[src/rtl/uart_dbus_bridge_pkg.sv]
// Shared types and constants for the UART-to-dbus bridge.
// RESP_TMO exists only when UART_DBUS_BRIDGE_TIMEOUT_EN is defined.
package uart_dbus_bridge_pkg;

  localparam logic [7:0] OPC_WR_DEF = 8'h57;
  localparam logic [7:0] OPC_RD_DEF = 8'h52;
  localparam logic [7:0] RESP_OK    = 8'h4B;
  localparam logic [7:0] RESP_ERR   = 8'h3F;
`ifdef UART_DBUS_BRIDGE_TIMEOUT_EN
  localparam logic [7:0] RESP_TMO   = 8'h54;
`endif

  typedef enum logic [2:0] {
    ST_IDLE,
    ST_ADDR,
    ST_DATA,
    ST_BUS,
    ST_RESP
  } type_bridge_state_e;

  typedef struct packed {
    logic [31:0] addr;
    logic [31:0] w_data;
    logic        w_en;
    logic        req;
  } type_dbus2peri_s;

  typedef struct packed {
    logic [31:0] r_data;
    logic        ack;
  } type_peri2dbus_s;

  // dbus is word-addressed only
  function automatic logic [31:0] word_addr(input logic [31:0] a);
    return {a[31:2], 2'b00};
  endfunction

endpackage

[src/rtl/uart_dbus_bridge_if.sv]
// dbus request/response channel between an initiator (master) and a peripheral (slave).
interface uart_dbus_bridge_if;
  import uart_dbus_bridge_pkg::*;

  type_dbus2peri_s dbus2peri;
  type_peri2dbus_s peri2dbus;

  modport master (output dbus2peri, input peri2dbus);
  modport slave  (input dbus2peri, output peri2dbus);

endinterface

[src/rtl/uart_bridge_tx_ser.sv]
// Response serializer: loads up to four bytes and pushes them LSB first into the TX FIFO,
// stalling while the FIFO is full; done pulses in the cycle the last byte is pushed.
module uart_bridge_tx_ser (
  input  logic        clk,
  input  logic        rst_n,
  input  logic        load,
  input  logic [31:0] load_data,
  input  logic [2:0]  load_cnt,
  input  logic        fifo_full,
  output logic        fifo_write,
  output logic [7:0]  data,
  output logic        done
);

  logic [31:0] shift_q;
  logic [2:0]  left_q;
  logic        push;

  assign push       = (left_q != 3'd0) && !fifo_full;
  assign fifo_write = push;
  assign data       = shift_q[7:0];
  assign done       = push && (left_q == 3'd1);

  always_ff @(posedge clk or negedge rst_n) begin
    if (!rst_n) begin
      shift_q <= '0;
      left_q  <= '0;
    end else if (load) begin
      shift_q <= load_data;
      left_q  <= load_cnt;
    end else if (push) begin
      shift_q <= {8'h00, shift_q[31:8]};
      left_q  <= left_q - 3'd1;
    end
  end

endmodule

[src/rtl/uart_dbus_bridge.sv]
// UART-driven dbus initiator: parses W/R command frames from the RX FIFO, issues one dbus
// access per frame and answers through the TX FIFO. Optional ack timeout: UART_DBUS_BRIDGE_TIMEOUT_EN.
module uart_dbus_bridge
  import uart_dbus_bridge_pkg::*;
#(
  parameter logic [7:0] OPC_WR = OPC_WR_DEF,
  parameter logic [7:0] OPC_RD = OPC_RD_DEF
`ifdef UART_DBUS_BRIDGE_TIMEOUT_EN
  , parameter int TIMEOUT_CYCLES = 255
`endif
) (
  input  logic                      clk,
  input  logic                      rst_n,
  uart_dbus_bridge_if.master        dbus,
  input  logic                      rx_fifo_empty_i,
  input  logic [7:0]                rx_fifo_data_i,
  output logic                      rx_fifo_read_o,
  input  logic                      tx_fifo_full_i,
  output logic                      tx_fifo_write_o,
  output logic [7:0]                tx_data_o,
  output logic                      busy_o
);

  type_bridge_state_e state_q, state_d;
  logic [1:0]  cnt_q;
  logic        is_wr_q;
  logic [31:0] addr_q;
  logic [31:0] wdata_q;
  logic        req_q;
  logic        w_en_q;

  logic        bus_start;
  logic        bus_end;
  logic        ld;
  logic [31:0] ld_data;
  logic [2:0]  ld_cnt;
  logic        tx_done;
  logic        timeout;

`ifdef UART_DBUS_BRIDGE_TIMEOUT_EN
  localparam int TMO_W = $clog2(TIMEOUT_CYCLES + 1);
  logic [TMO_W-1:0] tmo_q;

  always_ff @(posedge clk or negedge rst_n) begin
    if (!rst_n)                tmo_q <= '0;
    else if (state_q != ST_BUS) tmo_q <= '0;
    else                       tmo_q <= tmo_q + 1'b1;
  end

  // req is held for exactly TIMEOUT_CYCLES cycles before the abort
  assign timeout = (state_q == ST_BUS) && (tmo_q == TMO_W'(TIMEOUT_CYCLES - 1));
`else
  assign timeout = 1'b0;
`endif

  always_comb begin
    state_d        = state_q;
    rx_fifo_read_o = 1'b0;
    bus_start      = 1'b0;
    bus_end        = 1'b0;
    ld             = 1'b0;
    ld_data        = '0;
    ld_cnt         = 3'd1;
    case (state_q)
      ST_IDLE: begin
        rx_fifo_read_o = !rx_fifo_empty_i;
        if (!rx_fifo_empty_i) begin
          if (rx_fifo_data_i == OPC_WR || rx_fifo_data_i == OPC_RD) begin
            state_d = ST_ADDR;
          end else begin
            ld      = 1'b1;
            ld_data = {24'h0, RESP_ERR};
            state_d = ST_RESP;
          end
        end
      end
      ST_ADDR: begin
        rx_fifo_read_o = !rx_fifo_empty_i;
        if (!rx_fifo_empty_i && cnt_q == 2'd3) begin
          if (is_wr_q) begin
            state_d = ST_DATA;
          end else begin
            state_d   = ST_BUS;
            bus_start = 1'b1;
          end
        end
      end
      ST_DATA: begin
        rx_fifo_read_o = !rx_fifo_empty_i;
        if (!rx_fifo_empty_i && cnt_q == 2'd3) begin
          state_d   = ST_BUS;
          bus_start = 1'b1;
        end
      end
      ST_BUS: begin
        if (dbus.peri2dbus.ack) begin
          bus_end = 1'b1;
          ld      = 1'b1;
          ld_data = is_wr_q ? {24'h0, RESP_OK} : dbus.peri2dbus.r_data;
          ld_cnt  = is_wr_q ? 3'd1 : 3'd4;
          state_d = ST_RESP;
        end else if (timeout) begin
          bus_end = 1'b1;
          ld      = 1'b1;
`ifdef UART_DBUS_BRIDGE_TIMEOUT_EN
          ld_data = {24'h0, RESP_TMO};
`endif
          state_d = ST_RESP;
        end
      end
      ST_RESP: begin
        if (tx_done) state_d = ST_IDLE;
      end
      default: state_d = ST_IDLE;
    endcase
  end

  always_ff @(posedge clk or negedge rst_n) begin
    if (!rst_n) begin
      state_q <= ST_IDLE;
      cnt_q   <= '0;
      is_wr_q <= 1'b0;
      addr_q  <= '0;
      wdata_q <= '0;
      req_q   <= 1'b0;
      w_en_q  <= 1'b0;
    end else begin
      state_q <= state_d;
      if (state_q == ST_IDLE) begin
        cnt_q <= '0;
        if (!rx_fifo_empty_i) is_wr_q <= (rx_fifo_data_i == OPC_WR);
      end else if (rx_fifo_read_o) begin
        cnt_q <= cnt_q + 2'd1;
      end
      // little-endian assembly: each new byte enters at the top and walks down
      if (state_q == ST_ADDR && rx_fifo_read_o) addr_q  <= {rx_fifo_data_i, addr_q[31:8]};
      if (state_q == ST_DATA && rx_fifo_read_o) wdata_q <= {rx_fifo_data_i, wdata_q[31:8]};
      if (bus_start) begin
        req_q  <= 1'b1;
        w_en_q <= is_wr_q;
      end else if (bus_end) begin
        req_q  <= 1'b0;
        w_en_q <= 1'b0;
      end
    end
  end

  assign dbus.dbus2peri = '{addr: word_addr(addr_q), w_data: wdata_q, w_en: w_en_q, req: req_q};
  assign busy_o         = (state_q != ST_IDLE);

  uart_bridge_tx_ser u_tx_ser (
    .clk        (clk),
    .rst_n      (rst_n),
    .load       (ld),
    .load_data  (ld_data),
    .load_cnt   (ld_cnt),
    .fifo_full  (tx_fifo_full_i),
    .fifo_write (tx_fifo_write_o),
    .data       (tx_data_o),
    .done       (tx_done)
  );

endmodule
[src/flat_wrapper.sv]
// flat-port wrapper written by rule: the top's interface ports become plain ports
module uart_dbus_bridge_flat import uart_dbus_bridge_pkg::*;
#(
  parameter logic [7:0] OPC_WR = OPC_WR_DEF,
  parameter logic [7:0] OPC_RD = OPC_RD_DEF

)
  (clk, rst_n, rx_fifo_empty_i, rx_fifo_data_i, rx_fifo_read_o, tx_fifo_full_i, tx_fifo_write_o, tx_data_o, busy_o, dbus_dbus2peri, dbus_peri2dbus);
  uart_dbus_bridge_if dbus_i ();
  input  logic clk;
  input  logic rst_n;
  input  logic rx_fifo_empty_i;
  input  logic [7:0] rx_fifo_data_i;
  output logic rx_fifo_read_o;
  input  logic tx_fifo_full_i;
  output logic tx_fifo_write_o;
  output logic [7:0] tx_data_o;
  output logic busy_o;
  output wire logic [$bits(dbus_i.dbus2peri)-1:0] dbus_dbus2peri;
  input wire logic [$bits(dbus_i.peri2dbus)-1:0] dbus_peri2dbus;
  assign dbus_dbus2peri = dbus_i.dbus2peri;
  assign dbus_i.peri2dbus = dbus_peri2dbus;
  uart_dbus_bridge #(.OPC_WR(OPC_WR), .OPC_RD(OPC_RD)) u_core (.clk(clk), .rst_n(rst_n), .dbus(dbus_i), .rx_fifo_empty_i(rx_fifo_empty_i), .rx_fifo_data_i(rx_fifo_data_i), .rx_fifo_read_o(rx_fifo_read_o), .tx_fifo_full_i(tx_fifo_full_i), .tx_fifo_write_o(tx_fifo_write_o), .tx_data_o(tx_data_o), .busy_o(busy_o));
endmodule
[config.mk]
export PLATFORM = sky130hd
export DESIGN_NAME = uart_dbus_bridge_flat
export DESIGN_NICKNAME = d
export VERILOG_FILES = /design/src/rtl/uart_dbus_bridge_pkg.sv /design/src/rtl/uart_dbus_bridge_if.sv /design/src/rtl/uart_bridge_tx_ser.sv /design/src/rtl/uart_dbus_bridge.sv /design/src/flat_wrapper.sv
export SDC_FILE = /design/constraint.sdc
export NUM_CORES = 1
export LEC_CHECK = 0
export ABC_AREA = 1
export ABC_CLOCK_PERIOD_IN_PS = 1850
export CORE_MARGIN = 4
export CORE_UTILIZATION = 49
export DETAILED_ROUTE_END_ITERATION = 8
export PLACE_DENSITY = 0.8
export SYNTH_ARGS = -nofsm -noshare
export SYNTH_HDL_FRONTEND = slang
export SYNTH_SLANG_ARGS = --single-unit
[constraint.sdc]
create_clock -name clk -period 1.85 [get_ports clk]
set_clock_uncertainty 0.15 [all_clocks]
set_input_delay 0.185 -clock clk [delete_from_list [all_inputs] [get_ports clk]]
set_output_delay 0.185 -clock clk [all_outputs]
set_load 0.005 [all_outputs]
== Word level (Yosys, flattened, before mapping) ==
Cells that the tools add are included.
Operators by class
  add/sub/neg operators: 2
  equality and inequality tests: 13
  multiplexer cells: 35
  bitwise logic cells: 1
  reduce and logical (&&, ||, !) cells: 17
Operators by type and width (count)
  $mux W32: 5
  $pmux W32 S2: 1
  $mux W3: 11
  $eq A8 B7 Y1 const B: 2
  $pmux W3 S5: 1
  $mux W1: 12
  $eq A3 B1 Y1 const B: 2
  $eq A3 B2 Y1 const B: 2
  $mux W6: 1
  $ne A2 B1 Y1 const B: 3
  $reduce_bool A2 Y1: 3
  $reduce_bool A3 Y1: 2
  $logic_and A1 B1 Y1: 5
  $reduce_and A5 Y1: 1
  $mux W2: 2
  $ne A2 B2 Y1 const B: 2
  $pmux W1 S2: 2
  $eq A3 B3 Y1 const B: 1
  $logic_not A3 Y1: 1
  $reduce_or A3 Y1: 1
  $sub A3 B1 Y3 const B: 1
  $add A2 B1 Y2 const B: 1
  $eq A2 B2 Y1 const B: 1
  $logic_not A1 Y1: 2
  3 further kinds: 3
Storage, ports and cells
  bits in registers: 107
  bits of input ports: 45
  output and inout bits: 77
  word-level logic and storage cells: 77

== Depth between registers and ports, before layout ==
Gate-level depths: netlist (run 1).
  depth in word-level cells: 6
  gate-level depth with buffers: 10

== Cells and area by module ==
A second synthesis (run 1) with hierarchy kept.
Second synthesis, totals
  cell total of the unflattened synthesis: 625
  area total of the unflattened synthesis: 4921.0 um^2
By module, submodules not included
  uart_dbus_bridge: times used 1, cells an instance 388, area each 3126.7 um^2, seq. area each 1751.7 um^2
  uart_bridge_tx_ser: times used 1, cells an instance 237, area each 1794.2 um^2, seq. area each 875.8 um^2

== Worst setup path after synthesis (run 1) ==
No wires, ideal clock.
  kind: register to register
  start: reg u_core.u_tx_ser.left_q[0]
  end: reg u_core.u_tx_ser.shift_q[2]
  arrival: 1.410 ns
  required time: 1.577 ns
  slack: 0.167 ns
  cell stages (with the launch flop): 10
  period minus slack after synthesis: 1.683 ns
  cells stage by stage: dfrtp_1 inv_1 ha_1 a21oi_2 inv_2 nand3_4 inv_2 buf_6 nand2_1 nand2_1
Between the ends
  longest elaborated chain between the ends: 3
RTL lines
  start: declaration: line uart_bridge_tx_ser.sv:16  | logic [2:0] left_q;
  start signal: assignment: line uart_bridge_tx_ser.sv:30  | left_q <= load_cnt;
  start signal: assignment: line uart_bridge_tx_ser.sv:33  | left_q <= left_q - 3'd1;
  $reduce_bool A3 Y1: line uart_bridge_tx_ser.sv:19  | assign push = (left_q != 3'd0) && !fifo_full;
  $logic_and A1 B1 Y1: line uart_bridge_tx_ser.sv:19
  $reduce_bool A2 Y1 (no line)
  end signal: assignment: line uart_bridge_tx_ser.sv:29  | shift_q <= load_data;
  end signal: assignment: line uart_bridge_tx_ser.sv:32  | shift_q <= {8'h00, shift_q[31:8]};
  end: declaration: line uart_bridge_tx_ser.sv:15  | logic [31:0] shift_q;
Every way passes these cells.
A chain may end at the register's enable or synchronous reset.

== Final worst setup path (run 1) ==
  start: reg u_core.state_q[2]
  end: out rx_fifo_read_o
Between the ends
  longest elaborated chain between the ends: 3
RTL lines
  start: declaration: line uart_dbus_bridge.sv:24  | type_bridge_state_e state_q, state_d;
  start signal: assignment: line uart_dbus_bridge.sv:128  | state_q <= state_d;
  $eq A3 B2 Y1 (tied with other cells): line uart_dbus_bridge.sv:64  | case (state_q)
  $reduce_or A3 Y1 (no line) (*)
  $mux W1 (*)
  end: declaration: line flat_wrapper.sv:14  | output logic rx_fifo_read_o;
Every way passes the cells marked *; elsewhere a longest branch is shown, timed or not.

==> impl_metrics.tcl, run 1 <==
set metrics [dict create \
    status "finished, final reports clean" \
    cts_htree_levels 3 \
    r2r_slack_ps 100 \
    cts_buffer_depth 2 \
    period_needed_ps 1820 \
    nNetsFinal 750 \
    path_class "flip-flop to primary output" \
    finalInstanceArea_mm2 0.00663 \
    yosys_register_bits 105 \
    required_ps 1510 \
    slew_viol_final 0 \
    yosysSeqAreaShare_pct 53.9 \
    drtPass1Iterations 4 \
    drv_cap 0 \
    leakage_nw 3.37 \
    drtIter0Drc 198 \
    yosys.area.top_type "dfrtp_1" \
    async_flop_share_pct 100 \
    dpl_cell_area_mm2 0.00635 \
    port_buffers 119 \
    cp.arrival_ps 1480 \
    io_pins 122 \
    critical_path.startpoint "u_core.state_q[2]$_DFFE_PN0P_" \
    syn-cell-area_mm2 0.00488 \
    synth_top_area_share_pct 53.9 \
    ys_warn_count 0 \
    cp_cell_sequence "nor2_4 -> nand2_2 -> nand2_2 -> nand2_2 -> inv_2 -> nor2_2 -> inv_1 -> clkbuf_2" \
    rr_startpoint "u_core.u_tx_ser.left_q[1]$_DFFE_PN0P_" \
    antenna_found_initial 0 \
    holdWs_ps 92.6 \
    antenna_left 0 \
    clk_latency_ps 380 \
    internal_power_mw 4.17 \
    synthDistinctLibCells 29 \
    hold_class "primary input to asynchronous set/reset pin" \
    track_usage_pct 21.4 \
    antennaDiodeCount 0 \
    core_mm2 0.00973 \
    overflow 0 \
    cts-root-buf "clkbuf_8" \
    critPathMaxFanout 3 \
    cts_made_buffers 9 \
    die_x_um 108 \
    first_global_vias 4148 \
    report.final.hold_viol_count 0 \
    max_stage_delay_ps 460 \
    reg2reg_depth 10 \
    power_mw 6.32 \
    start_kind "flip-flop" \
    gp_congestion 0.823 \
    start_util_pct 50.1 \
    cpMostUsedCell "nand2_2" \
    synth_edf_count 0 \
    cts_tree "yes" \
    max_freq_ghz 0.551 \
    die-area_mm2 0.0116 \
    switching_share_pct 34.0 \
    drive_above_1_share_pct 15.0 \
    regToRegEndpoint "u_core.u_tx_ser.shift_q[1]$_DFFE_PN0P_" \
    grt_pass1_wl_um 19800 \
    yosys-top-cells-area "dfrtp_1 (54%), nand2_1 (13%), o21ai_0 (5.4%)" \
    end_kind "primary output" \
    routedWlPerCell_um 13.9 \
    p_sw_mw 2.15 \
    syn_avg_cell_area_um2 8.63 \
    vias 4121 \
    cp_slowest_cell "dfrtp_2" \
    drc 0 \
    place_hpwl_um 8830 \
    die_h_um 108 \
    p_comb_share_pct 33.3 \
    wl_um 11700 \
    ys_top_cells_by_count "nand2_1 (170), dfrtp_1 (105), inv_1 (70), o21ai_0 (53), nand3_1 (28)" \
    syn_to_final_growth_pct 35.9 \
    power_frac_seq_pct 44.9 \
    cts.reportedPaths.clkPinSlew_ps 110 \
    cts_sinks 105 \
    nFillCells 779 \
    finalSetupViolations 0 \
    grt_max_degree 55 \
    row_count 36 \
    dp_slack_ps -132 \
    max-vdd-ir-drop_v 0.000582 \
    rsz0062_at_grt "yes" \
    setup_ws_ps 34.1 \
    synth_cells 565 \
    clock_power_share_pct 21.9 \
    vias_per_cell 4.91 \
    fin_tns_setup_ps 0 \
    ys.flop_type "dfrtp_1" \
    power_density_mw_per_mm2 953 \
    fin_crit_sh_pct 98.2 \
    yosysMostFrequentCell "nand2_1" \
]
==> layout by cell type, fill, tap and decap left out, types with 2 or more instances in the layout <==
cell type,n
o21ai_1,6
buf_6,4
nor2_2,3
ha_1,3
clkbuf_8,9
conb_1,2
o211ai_1,3
inv_2,6
nor2_1,25
inv_6,2
a21oi_1,18
nand3_4,3
nand3_2,2
dfrtp_2,3
dfrtp_1,102
buf_4,34
clkinv_4,2
nand4_1,15
nor2_4,2
mux2_2,14
nand2_2,6
buf_12,6
nand3_1,27
nand2_1,164
inv_8,2
o21ai_0,47
inv_4,2
inv_1,67
clkdlybuf4s50_1,115
==> worst max path at each step <==
stage	to	slack [ps]
final	rx_fifo_read_o	30
after CTS	rx_fifo_read_o	-110
after floorplan	u_core.u_tx_ser.shift_q[2]$_DFFE_PN0P_	170
after global placement	u_core.u_tx_ser.shift_q[14]$_DFFE_PN0P_	-50
after global routing	rx_fifo_read_o	-60
after detailed placement	u_core.u_tx_ser.left_q[2]$_DFFE_PN0P_	-130
==> layout make-up <==
cell class / count / area [µm²] / area share, %
Inverter: 76 / 294 / 4.43
Multi-Input combinational cell: 346 / 1750 / 26.4
Clock inverter: 6 / 57.6 / 0.868
Timing Repair Buffer: 163 / 1610 / 24.2
Sequential cell: 105 / 2630 / 39.7
Clock buffer: 10 / 128 / 1.92
Tap cell: 133 / 166 / 2.51
==> worst max-delay path: cells and delay by family, from the launching register on <==
kind	cells	cell delay, ps
flip-flops	1	460
AND/OR/NAND/NOR	5	420
buffers and inverters	3	210
==> cells by family after synthesis <==
family                     Yosys count  synth area share [%]
DFF                                105                  53.9
other                                1                0.0769
AOI/OAI and AO/OA                   76                  8.08
muxes                               14                  3.23
adders and majority gates            4                  1.03
and+or+nand+nor                    249                  22.5
buffers and inverters              115                  11.1
xor gates and xnor gates             1                 0.180
==> power groups by stage <==
stage	Clock, mW	Sequential, mW	Combinational (mW)
floorplan	0	2.82	1.28
CTS	1.41	2.83	2.06
global route	1.52	2.88	2.41
global placement	0	2.86	1.96
finish	1.38	2.84	2.10
detailed placement	0	2.87	2.02
==> state kept, by name, indices dropped and copies added (netlist names) <==
register                 count
u_core.req_q                 1
u_core.wdata_q              32
u_core.addr_q               30
u_core.state_q               3
u_core.w_en_q                1
u_core.u_tx_ser.shift_q     32
u_core.cnt_q                 2
u_core.is_wr_q               1
u_core.u_tx_ser.left_q       3
==> stage by stage <==
step | util [%] | instances
final | 68.2 | 839
after global routing | 68.2 | 839
after CTS | 67.5 | 836
after detailed placement | 65.2 | 817
after global placement | 65.2 | 817
after floorplan | - | 566
==> layer usage <==
layer	vias to the layer above	share of wire, %	track usage [%]
met3	17	6.6	4.80
met4	0	1.7	5.86
li1	2021	-	-
met1	1950	42	28.1
met5	-	0	0
met2	133	50	35.9
==> timing repair <==
action / 4_1_cts / 5_1_grt
hold buffers: 1 / 0
pin swaps: 2 / 8
endpoints found under the setup margin: 3 / 38
setup buffers: 2 / 3
hold endpoints to repair: 105 / 0
resized for setup: 10 / 26
No activity file was read; power rests on OpenSTA's default activity.
==> run 2: changes to the inputs <==
- ABC_CLOCK_PERIOD_IN_PS: 1850 -> 2100
- CORE_UTILIZATION: 49 -> 53
- PLACE_DENSITY: 0.8 -> 0.85
- clock period: 1.85 -> 2.1 ns (I/O delays scaled with it)
==> impl_metrics.tcl, run 2 (synthesis results as in run 1) <==
set metrics [dict create \
    drtPass1Iterations 4 \
    grt_pass1_wl_um 19000 \
    globalRouteMet1Util_pct 27.6 \
    cpLargestDelayFamily "buffers and inverters" \
    overflow 0 \
    start_util_pct 55.1 \
    most-common-layout-cells "nand2_1 (166), clkdlybuf4s50_1 (116), dfrtp_1 (103)" \
    syn_to_final_growth_pct 32.4 \
    cpMostUsedCell "nand2_2" \
    gp_congestion 0.852 \
    worst-path-buf-inv 4 \
    cts_sinks 105 \
    cp.arrival_ps 1650 \
    port_buffers 119 \
    slew_viol_final 0 \
    die-area_mm2 0.0108 \
    power_density_mw_per_mm2 857 \
    row_count 34 \
    final_core_util_pct 73.0 \
    antenna_left 0 \
    layout_commonest_cell "nand2_1" \
    period_needed_ps 2010 \
    wl_um 11300 \
    io_pins 122 \
    path_class "flip-flop to primary output" \
    fin_tns_setup_ps 0 \
    drive_above_1_share_pct 11.9 \
    hold_class "primary input to asynchronous set/reset pin" \
    nNetsFinal 735 \
    max_freq_ghz 0.496 \
    cp_cell_sequence "inv_2 -> nor2_4 -> nand2_2 -> nand2_2 -> nand2_2 -> inv_1 -> nor2_2 -> inv_1 -> dlygate4sd2_1" \
    gr-max-usage-layer "met2" \
    cp_slowest_cell "dfrtp_1" \
    end_kind "primary output" \
    leakage_nw 3.30 \
    drtIter0Drc 263 \
    cts_tree "yes" \
    cts-root-buf "clkbuf_8" \
    die_h_um 104 \
    track_usage_pct 21.2 \
    met3_usage_pct 4.47 \
    first_global_vias 3999 \
    start_kind "flip-flop" \
    r2r_slack_ps 240 \
    die_x_um 104 \
    clk_latency_ps 370 \
    max-vdd-ir-drop_v 0.000479 \
    grt_max_degree 57 \
    antenna_found_initial 0 \
    antennaDiodeCount 0 \
    cts_buffer_depth 2 \
    cts_made_buffers 9 \
    reg2reg_depth 10 \
    cts.reportedPaths.clkPinSlew_ps 110 \
    drc 0 \
    required_ps 1740 \
    report.final.hold_viol_count 0 \
    top_regs "u_core.u_tx_ser.shift_q: 32 flops, u_core.wdata_q: 32 flops, u_core.addr_q: 30 flops" \
    status "finished, final reports clean" \
    worstSetupPathDepth 9 \
    rsz0062_at_grt "no" \
    vias_per_cell 5.15 \
    gr-usage-met2_pct 36.8 \
    fin_crit_sh_pct 95.9 \
    finalSetupViolations 0 \
    place_hpwl_um 8350 \
    critPathMaxFanout 3 \
    core_mm2 0.00885 \
    max_stage_delay_ps 440 \
    vias 4114 \
    nFillCells 654 \
    cts_htree_levels 3 \
    drv_cap 0 \
    routedWlPerCell_um 14.2 \
]
run 2: area by class of cell:
cell class | count | area (µm²) | area share (%)
Sequential cell | 105 | 2630 | 40.7
Multi-Input combinational cell | 346 | 1740 | 26.9
Timing Repair Buffer | 148 | 1460 | 22.6
Inverter | 76 | 285 | 4.42
Tap cell | 108 | 135 | 2.09
Clock buffer | 9 | 124 | 1.92
Clock inverter | 7 | 87.6 | 1.36
run 2: stage by stage:
stage          setup WS (ps)  std cells  hold WS [ps]  power, mW  cell area (µm²)
6_report                85.3        799           187       5.53             6460
5_1_grt                0.426        799           216       5.90             6460
4_1_cts                 65.3        797           205       5.56             6430
3_5_place_dp            67.5        775          61.3       4.19             6160
3_3_place_gp             145        775          56.1       4.12             6160
2_1_floorplan            417        566          -236       3.62             4880
run 2: worst paths after layout:
path | endpoint | from
setup / recovery | rx_fifo_read_o | u_core.state_q[1]$_DFFE_PN0P_
hold / removal | u_core.addr_q[7]$_DFFE_PN0P_ | rst_n
setup reg to reg | u_core.state_q[0]$_DFFE_PN0P_ | u_core.u_tx_ser.left_q[1]$_DFFE_PN0P_
hold reg to reg | u_core.addr_q[3]$_DFFE_PN0P_ | u_core.addr_q[3]$_DFFE_PN0P_
max in group asynchronous | u_core.state_q[0]$_DFFE_PN0P_ | rst_n
min in group clk | u_core.u_tx_ser.shift_q[27]$_DFFE_PN0P_ | dbus_peri2dbus[28]
run 2: routing by layer:
layer	wire length [µm]	part of all wire [%]	vias to the layer above
li1	-	-	1997
met1	4920	43	1969
met2	5700	50	134
met3	575	5.1	14
met4	142	1.3	0
met5	0	0	-
run 2: timing repair:
action                                  CTS  global route
setup buffers                             5             2
pin swaps                                 3             0
hold endpoints to repair                 37             0
gates resized for setup                   5             5
endpoints found under the setup margin    2             1
hold buffers                              1             0
run 2: where the power goes:
part / switching [mW] / total [mW] / internal (mW)
combinational: 0.922 / 1.72 / 0.800
sequential: 0.174 / 2.49 / 2.32
clock: 0.739 / 1.32 / 0.578
